`src/rtl/upsample_unpool_engine.sv`:
```
// upsample_unpool_engine: expands a pooled map read from a source SRAM over
// per-element stride windows and writes the full map into a destination SRAM.
// Ports: clk, rst (async, active-high); start/busy/done job handshake;
// src_rd_en/src_addr/src_rd_data source read port (1-cycle read latency);
// dst_wr_en/dst_addr/dst_wr_data destination write port.
// Macro ZERO_FILL_EN: max-unpool mode, only the window anchor gets data.
module upsample_unpool_engine #(
    parameter int DATA_WIDTH  = 8,
    parameter int IN_ROWS     = 4,
    parameter int IN_COLS     = 3,
    parameter int STRIDE_ROWS = 3,
    parameter int STRIDE_COLS = 4,
    parameter int OUT_ROWS    = 10,
    parameter int OUT_COLS    = 10,
    localparam int SA_W = $clog2(IN_ROWS * IN_COLS),
    localparam int DA_W = $clog2(OUT_ROWS * OUT_COLS)
) (
    input  logic                  clk,
    input  logic                  rst,
    input  logic                  start,
    output logic                  busy,
    output logic                  done,
    output logic                  src_rd_en,
    output logic [SA_W-1:0]       src_addr,
    input  logic [DATA_WIDTH-1:0] src_rd_data,
    output logic                  dst_wr_en,
    output logic [DA_W-1:0]       dst_addr,
    output logic [DATA_WIDTH-1:0] dst_wr_data
);

    localparam int AW = DA_W + 1;

    localparam logic [2:0] S_IDLE = 3'd0;
    localparam logic [2:0] S_RD   = 3'd1;
    localparam logic [2:0] S_WAIT = 3'd2;
    localparam logic [2:0] S_WR   = 3'd3;
    localparam logic [2:0] S_DONE = 3'd4;

    generate
        if (STRIDE_ROWS < 1 || STRIDE_COLS < 1 ||
            OUT_ROWS <= (IN_ROWS - 1) * STRIDE_ROWS ||
            OUT_ROWS >  IN_ROWS * STRIDE_ROWS ||
            OUT_COLS <= (IN_COLS - 1) * STRIDE_COLS ||
            OUT_COLS >  IN_COLS * STRIDE_COLS) begin : g_bad_cfg
            $error("upsample_unpool_engine: illegal stride/size combination");
        end
    endgenerate

    logic [2:0]            state_q, state_d;
    logic [AW-1:0]         r_q, r_d, c_q, c_d;
    logic [AW-1:0]         dy_q, dy_d, dx_q, dx_d;
    logic [DATA_WIDTH-1:0] hold_q, hold_d;

    logic [AW-1:0]         y0, x0, rem_r, rem_c, h, w;
    logic [AW-1:0]         src_lin, dst_lin;
    logic                  last_dx, last_dy, last_elem;
    logic [DATA_WIDTH-1:0] wr_val;

    // Window geometry; bottom/right windows clip against the output edge.
    always_comb begin
        y0        = r_q * AW'(STRIDE_ROWS);
        x0        = c_q * AW'(STRIDE_COLS);
        rem_r     = AW'(OUT_ROWS) - y0;
        rem_c     = AW'(OUT_COLS) - x0;
        h         = (rem_r < AW'(STRIDE_ROWS)) ? rem_r : AW'(STRIDE_ROWS);
        w         = (rem_c < AW'(STRIDE_COLS)) ? rem_c : AW'(STRIDE_COLS);
        src_lin   = r_q * AW'(IN_COLS) + c_q;
        dst_lin   = (y0 + dy_q) * AW'(OUT_COLS) + x0 + dx_q;
        last_dx   = (dx_q == w - AW'(1));
        last_dy   = (dy_q == h - AW'(1));
        last_elem = (r_q == AW'(IN_ROWS - 1)) && (c_q == AW'(IN_COLS - 1));
`ifdef ZERO_FILL_EN
        wr_val    = (dy_q == '0 && dx_q == '0) ? hold_q : '0;
`else
        wr_val    = hold_q;
`endif
    end

    always_comb begin
        state_d = state_q;
        r_d     = r_q;
        c_d     = c_q;
        dy_d    = dy_q;
        dx_d    = dx_q;
        hold_d  = hold_q;
        unique case (state_q)
            S_IDLE: begin
                if (start) begin
                    state_d = S_RD;
                    r_d     = '0;
                    c_d     = '0;
                    dy_d    = '0;
                    dx_d    = '0;
                end
            end
            S_RD: state_d = S_WAIT;
            S_WAIT: begin
                // Read data is valid this cycle; capture it for the window.
                state_d = S_WR;
                hold_d  = src_rd_data;
                dy_d    = '0;
                dx_d    = '0;
            end
            S_WR: begin
                if (!last_dx) begin
                    dx_d = dx_q + AW'(1);
                end else if (!last_dy) begin
                    dx_d = '0;
                    dy_d = dy_q + AW'(1);
                end else begin
                    dx_d = '0;
                    dy_d = '0;
                    if (last_elem) begin
                        state_d = S_DONE;
                    end else begin
                        state_d = S_RD;
                        if (c_q == AW'(IN_COLS - 1)) begin
                            c_d = '0;
                            r_d = r_q + AW'(1);
                        end else begin
                            c_d = c_q + AW'(1);
                        end
                    end
                end
            end
            S_DONE: begin
                state_d = S_IDLE;
                r_d     = '0;
                c_d     = '0;
            end
            default: state_d = S_IDLE;
        endcase
    end

    always_ff @(posedge clk or posedge rst) begin
        if (rst) begin
            state_q <= S_IDLE;
            r_q     <= '0;
            c_q     <= '0;
            dy_q    <= '0;
            dx_q    <= '0;
            hold_q  <= '0;
        end else begin
            state_q <= state_d;
            r_q     <= r_d;
            c_q     <= c_d;
            dy_q    <= dy_d;
            dx_q    <= dx_d;
            hold_q  <= hold_d;
        end
    end

    // Outputs decode straight from state so reset clears them immediately.
    assign busy        = (state_q != S_IDLE);
    assign done        = (state_q == S_DONE);
    assign src_rd_en   = (state_q == S_RD);
    assign dst_wr_en   = (state_q == S_WR);
    assign src_addr    = src_rd_en ? SA_W'(src_lin) : '0;
    assign dst_addr    = dst_wr_en ? DA_W'(dst_lin) : '0;
    assign dst_wr_data = dst_wr_en ? wr_val : '0;

endmodule

```
`config.mk`:
```
export PLATFORM = sky130hd
export DESIGN_NAME = upsample_unpool_engine
export DESIGN_NICKNAME = d
export VERILOG_FILES = /design/src/rtl/upsample_unpool_engine.sv
export SDC_FILE = /design/constraint.sdc
export NUM_CORES = 1
export LEC_CHECK = 0
export CORE_UTILIZATION = 28
export DETAILED_ROUTE_END_ITERATION = 12
export GPL_TIMING_DRIVEN = 0
export PLACE_DENSITY = 0.52
export SYNTH_ARGS = -nofsm -noshare
export SYNTH_HDL_FRONTEND = slang
export SYNTH_SLANG_ARGS = --single-unit
export TNS_END_PERCENT = 50
```
`constraint.sdc`:
```
create_clock -name clk -period 5.9 [get_ports clk]
set_input_delay 0.59 -clock clk [delete_from_list [all_inputs] [get_ports clk]]
set_output_delay 0.59 -clock clk [all_outputs]
set_load 0.02 [all_outputs]
```
* After elaboration in Yosys (flattened, before gate mapping)
Cells that the tools add are included.
** Word-level totals
- Bits of input ports :: 11
- Flip-flop bits (word level) :: 43
** Cells by class
- Reduce and logical (&&, ||, !) cells :: 10
- Equality and inequality tests :: 13
- Multipliers :: 2
- $add $sub $neg :: 12
- Muxes and demuxes :: 26
- Order comparisons :: 2
** Operator list (number)
- 2-to-1 mux 8 bit :: 15
- one-hot mux 8 bit (3 select lines) :: 4
- adder 8 x 1 -> 8 bit (second input constant) :: 4
- equality test 8 x 2 -> 1 bit (second input constant) :: 2
- equality test 8 bit :: 2
- subtractor 4 x 8 -> 8 bit (first input constant) :: 2
- subtractor 8 x 1 -> 8 bit (second input constant) :: 2
- adder 7 bit :: 2
- 2-to-1 mux 3 bit :: 4
- one-hot mux 3 bit (4 select lines) :: 1
- nonzero test 3 bit :: 3
- adder 8 bit :: 1
- < comparator 8 x 2 -> 1 bit (second input constant) :: 1
- < comparator 8 x 3 -> 1 bit (second input constant) :: 1
- multiplier 8 x 2 -> 8 bit (second input constant) :: 1
- multiplier 8 x 3 -> 6 bit (second input constant) :: 1
- 2-to-1 mux 7 bit :: 1
- equality test 3 x 2 -> 1 bit (second input constant) :: 2
- != test 2 x 1 -> 1 bit (second input constant) :: 3
- AND reduction 3 bit :: 2
- AND reduction 6 bit :: 1
- AND reduction 5 bit :: 1
- adder 4 bit :: 1
- 2-to-1 mux 4 bit :: 1
- 6 further kinds :: 7

* Longest topological paths before layout
- Word-level depth :: 9
- Gate-level depth with buffers :: 19
- Gate-level depth less buffers :: 19

* Worst setup path after synthesis
OpenSTA, ideal clock, no wires.
- Path kind :: register to output
- Start point :: reg r_q[0]
- End point :: out dst_addr[6]
- Setup slack :: 0.683 ns
- Arrival :: 4.627 ns
- Cell stages (with the launch flop) :: 20
- Path buffers :: 0
- Data required time :: 5.310 ns
- Cells stage by stage :: dfrtp_1 ha_1 inv_1 fa_1 inv_1 ha_1 a21oi_1 xnor2_1 ha_1 ha_1 inv_1 fa_1 fa_1 inv_1 ha_1 a21oi_1 xnor2_1 xnor2_1 xnor2_1 nor2_1
** On the way
- Word-level cells in the longest chain between the ends :: 6
** RTL lines
- start: declaration :: RTL line 50 : logic [AW-1:0] r_q, r_d, c_q, c_d;
- start signal: assignment :: RTL line 145 : r_q <= r_d;
- multiplier 8 x 2 -> 8 bit
- adder 8 bit :: RTL line 68 : dst_lin = (y0 + dy_q) * AW'(OUT_COLS) + x0 + dx_q;
- multiplier 8 x 3 -> 6 bit :: RTL line 68
- adder 7 bit (2 in a row) :: RTL line 68
- 2-to-1 mux 7 bit :: RTL line 159 : assign dst_addr = dst_wr_en ? DA_W'(dst_lin) : '0;
- end: declaration :: RTL line 27 : output logic [DA_W-1:0] dst_addr,
Every way passes these cells.

* Final worst setup path
- Start point :: reg r_q[1]
- End point :: out dst_addr[5]
The elaborated chain is that of the path after synthesis.

==> metrics <==
hpwl dp=7604 um; placed cell area=4358 um^2; Root Driver=clkbuf_16; residual DRC count=0; Synth Area in Compound Gates=between 10% and 20%; number of flops mapped to enable cells by yosys=0; Area Overhead vs Synth=21.15%; xor/xnor share of the synthesized area=6.918%; ys flop type=dfrtp_1; vias in the first global route=3,261; Post-Synth Adder-Cell Area=16.02%; overall global routing resource usage=15.05%; hold crit path type=flop to flop; relative slew slack=roughly 17%; TritonCTS clock tree=yes; pwr/cell area=144.8 nW/um^2; status=finished, final reports clean; total core area=between 10,000 and 15,000 um^2; final instance area=between 4000 and 5000 um^2; largest family of logic cells by synthesized area=simple AND/OR/NAND/NOR gates; Yosys reg bits=43; Final Hold Viols=0; port bufs=33; Slew Viols, Final=0; CP Data Arrival Time=5.03 ns; Crit Path Category=flop to output pin; Mapped Cells=432; Synth async-reset ratio=100.0%; synth unique cells=61; Max Cap Viol=0; vias=3,295; layout net count=about 530; drt wl/cell=15.38 um; CTS clk-pin slew, worst paths=around 0.070 ns; final core occ=34.72%; Congestion Overflow GR=0; Syn Nets=486; full die area=between 10,000 and 15,000 um^2; ANT cells=0; static leakage=about 2.0 nW; initial antenna violation count=0; worst path required time=5.31 ns; sequential area share after synthesis=28.47%; synthesized area=3780 um^2; Setup crit end kind=output pin; Final period util=95.22%; H-tree depth=2; Slew @ Worst Pin=1.242 ns; die width=about 120 um; mux cell area share after synthesis=3.575%; fin crit period=5.618 ns; largest net degree at the start of global routing=24; Starting Density=28.66%; Total Routed Length=roughly 10,000 um; critical path startpoint category=flop; Max Freq=0.1780 GHz; Max Root-Sink Buffers=2; Clock Skews=0.004182 ns; clk_lat worst skew=0.30 ns; Pre-antenna DRT Iters=4; placed insts=642; maximum VDD drop=0.09445 mV; setup repair after global routing missed its margin=no; post-route ant nets=0; Initial DRC Count=78; Sink Count=43; Mapped Avg Cell Area=8.750 um^2; num rows=42; Ports=34; Final setup viols=0; Max FO, Critical Path=6; DR vias/cell=roughly 5.1; first-pass GRT wire length=16,640 um; Die H=118.2 um; Non-Filler Instances=651; total CTS buffers=5; Synth Warn #=0; r2r worst-path depth=16; RD Place Congestion=between 0.8 and 0.9; layout cells sized above 1=about a tenth; Tot Pwr=663.1 uW; hold path depth=1; Post-Synth Simple-Gate Area=roughly a fifth
-- sequential cells by signal (all words and copies together), names as in the netlist --
name / count
hold_q: 8
dx_q: 8
r_q: 8
c_q: 8
state_q: 3
dy_q: 8
-- metrics by stage --
stage               TNS (ns)  hold slack, ns  setup slack [ns]
floorplan                  0          0.4721            0.6827
CTS                        0          0.5034           0.03297
finish                     0          0.4981            0.2818
detailed placement   -0.2099          0.4874           -0.2099
global route               0          0.5287           0.01391
global placement     -0.1745          0.4807           -0.1745
-- synth_stat cells (5+ instances only) --
| cell | number | area (um^2) |
|---|---|---|
| o21ai_0 | 24 | 120.1 |
| o31ai_1 | 5 | 37.54 |
| nor2_1 | 26 | 97.59 |
| nand4_1 | 7 | 43.79 |
| clkbuf_1 | 12 | 45.04 |
| a211oi_1 | 5 | 37.54 |
| mux2_2 | 11 | 123.9 |
| nand3_1 | 21 | 105.1 |
| a21o_1 | 8 | 60.06 |
| a22o_1 | 5 | 43.79 |
| xnor2_1 | 21 | 183.9 |
| and2_1 | 15 | 93.84 |
| dfrtp_1 | 43 | 1076 |
| ha_1 | 34 | 425.4 |
| nor3_1 | 8 | 40.04 |
| o22ai_1 | 7 | 43.79 |
| or4_1 | 5 | 37.54 |
| nor4_1 | 10 | 62.56 |
| a21oi_1 | 25 | 125.1 |
| xor2_1 | 7 | 61.31 |
| inv_1 | 44 | 165.2 |
| fa_1 | 9 | 180.2 |
| or3_1 | 7 | 43.79 |
| nand2_1 | 18 | 67.56 |
| and3_1 | 10 | 62.56 |
-- report_power, final --
group	switching, mW	internal [mW]
sequential	0.00107	0.297
clock	0.133	0.202
combinational	0.0139	0.0156
-- layer usage --
layer	track usage, %	routed length [um]	vias to the layer above
li1	-	-	1630
met1	19.75	4762	1592
met2	24.82	4663	65
met3	2.606	467	8
met4	5.288	121	0
met5	0	0	-
-- cell type report --
cell class / instances / area, um^2
Fill cell: 1345 / 8611
Multi-Input combinational cell: 329 / 2506
Sequential cell: 43 / 1079
Timing Repair Buffer: 35 / 360.3
Tap cell: 176 / 220.2
Inverter: 45 / 168.9
Clock buffer: 5 / 125.1
Buffer: 15 / 72.57
Clock inverter: 3 / 47.55
-- logic make-up after synthesis --
group / count (synthesis)
AOI/OAI and AO/OA: 101
xor gates and xnor gates: 29
adders and majority gates: 43
buffers and inverters: 60
DFF: 43
muxes: 12
and+or+nand+nor: 144
-- path summary, 6_finish.rpt --
| path | from | endpoint | slack, ns |
|---|---|---|---|
| hold / removal | hold_q[4] | hold_q[4] | 0.50 |
| hold reg to reg | hold_q[4] | hold_q[4] | 0.50 |
| min in group asynchronous | rst | hold_q[2] | 0.67 |
| setup reg to reg | r_q[1] | r_q[1] | 1.43 |
| setup / recovery | r_q[1] | dst_addr[5] | 0.28 |
| max in group asynchronous | rst | r_q[0] | 4.70 |
-- worst max-delay path: stages, from the launching register on --
cell and delay (ns):
dfrtp_2 0.40, ha_4 0.18, inv_1 0.07, fa_2 0.58
inv_1 0.10, ha_1 0.36, a21oi_4 0.19, xnor2_2 0.15
ha_1 0.26, ha_1 0.20, inv_1 0.07, fa_1 0.43
fa_1 0.49, inv_1 0.04, ha_1 0.31, xor2_1 0.16
nor2_1 0.12, clkdlybuf4s50_1 0.62
-- repair_timing --
item / in CTS / in global routing
setup endpoints to repair: 2 / 2
pin swaps: 0 / 1
hold buffers: 0 / 0
setup buffers: 1 / 0
gates resized for setup: 6 / 7
-- layout by cell type, fill, tap and decap left out, drive strengths merged, types with 2 or more instances in the layout --
master         count
and2              15
xnor2             22
nor3               9
nand2             18
a211oi             6
a22o               5
a21o               8
or3                7
dfrtp             43
fa                 9
inv               46
o211ai             2
nand4              7
clkdlybuf4s50     32
nor4              11
o2111ai            2
nor2              26
and3              10
o31ai              5
nand3             22
a21oi             26
o22ai              8
ha                34
mux2              12
nor3b              2
or4                5
nor2b              4
xor2               7
clkbuf            18
buf                5
o21a               3
o21ai             26
or2                3
Power figures use the tool's default switching activity.
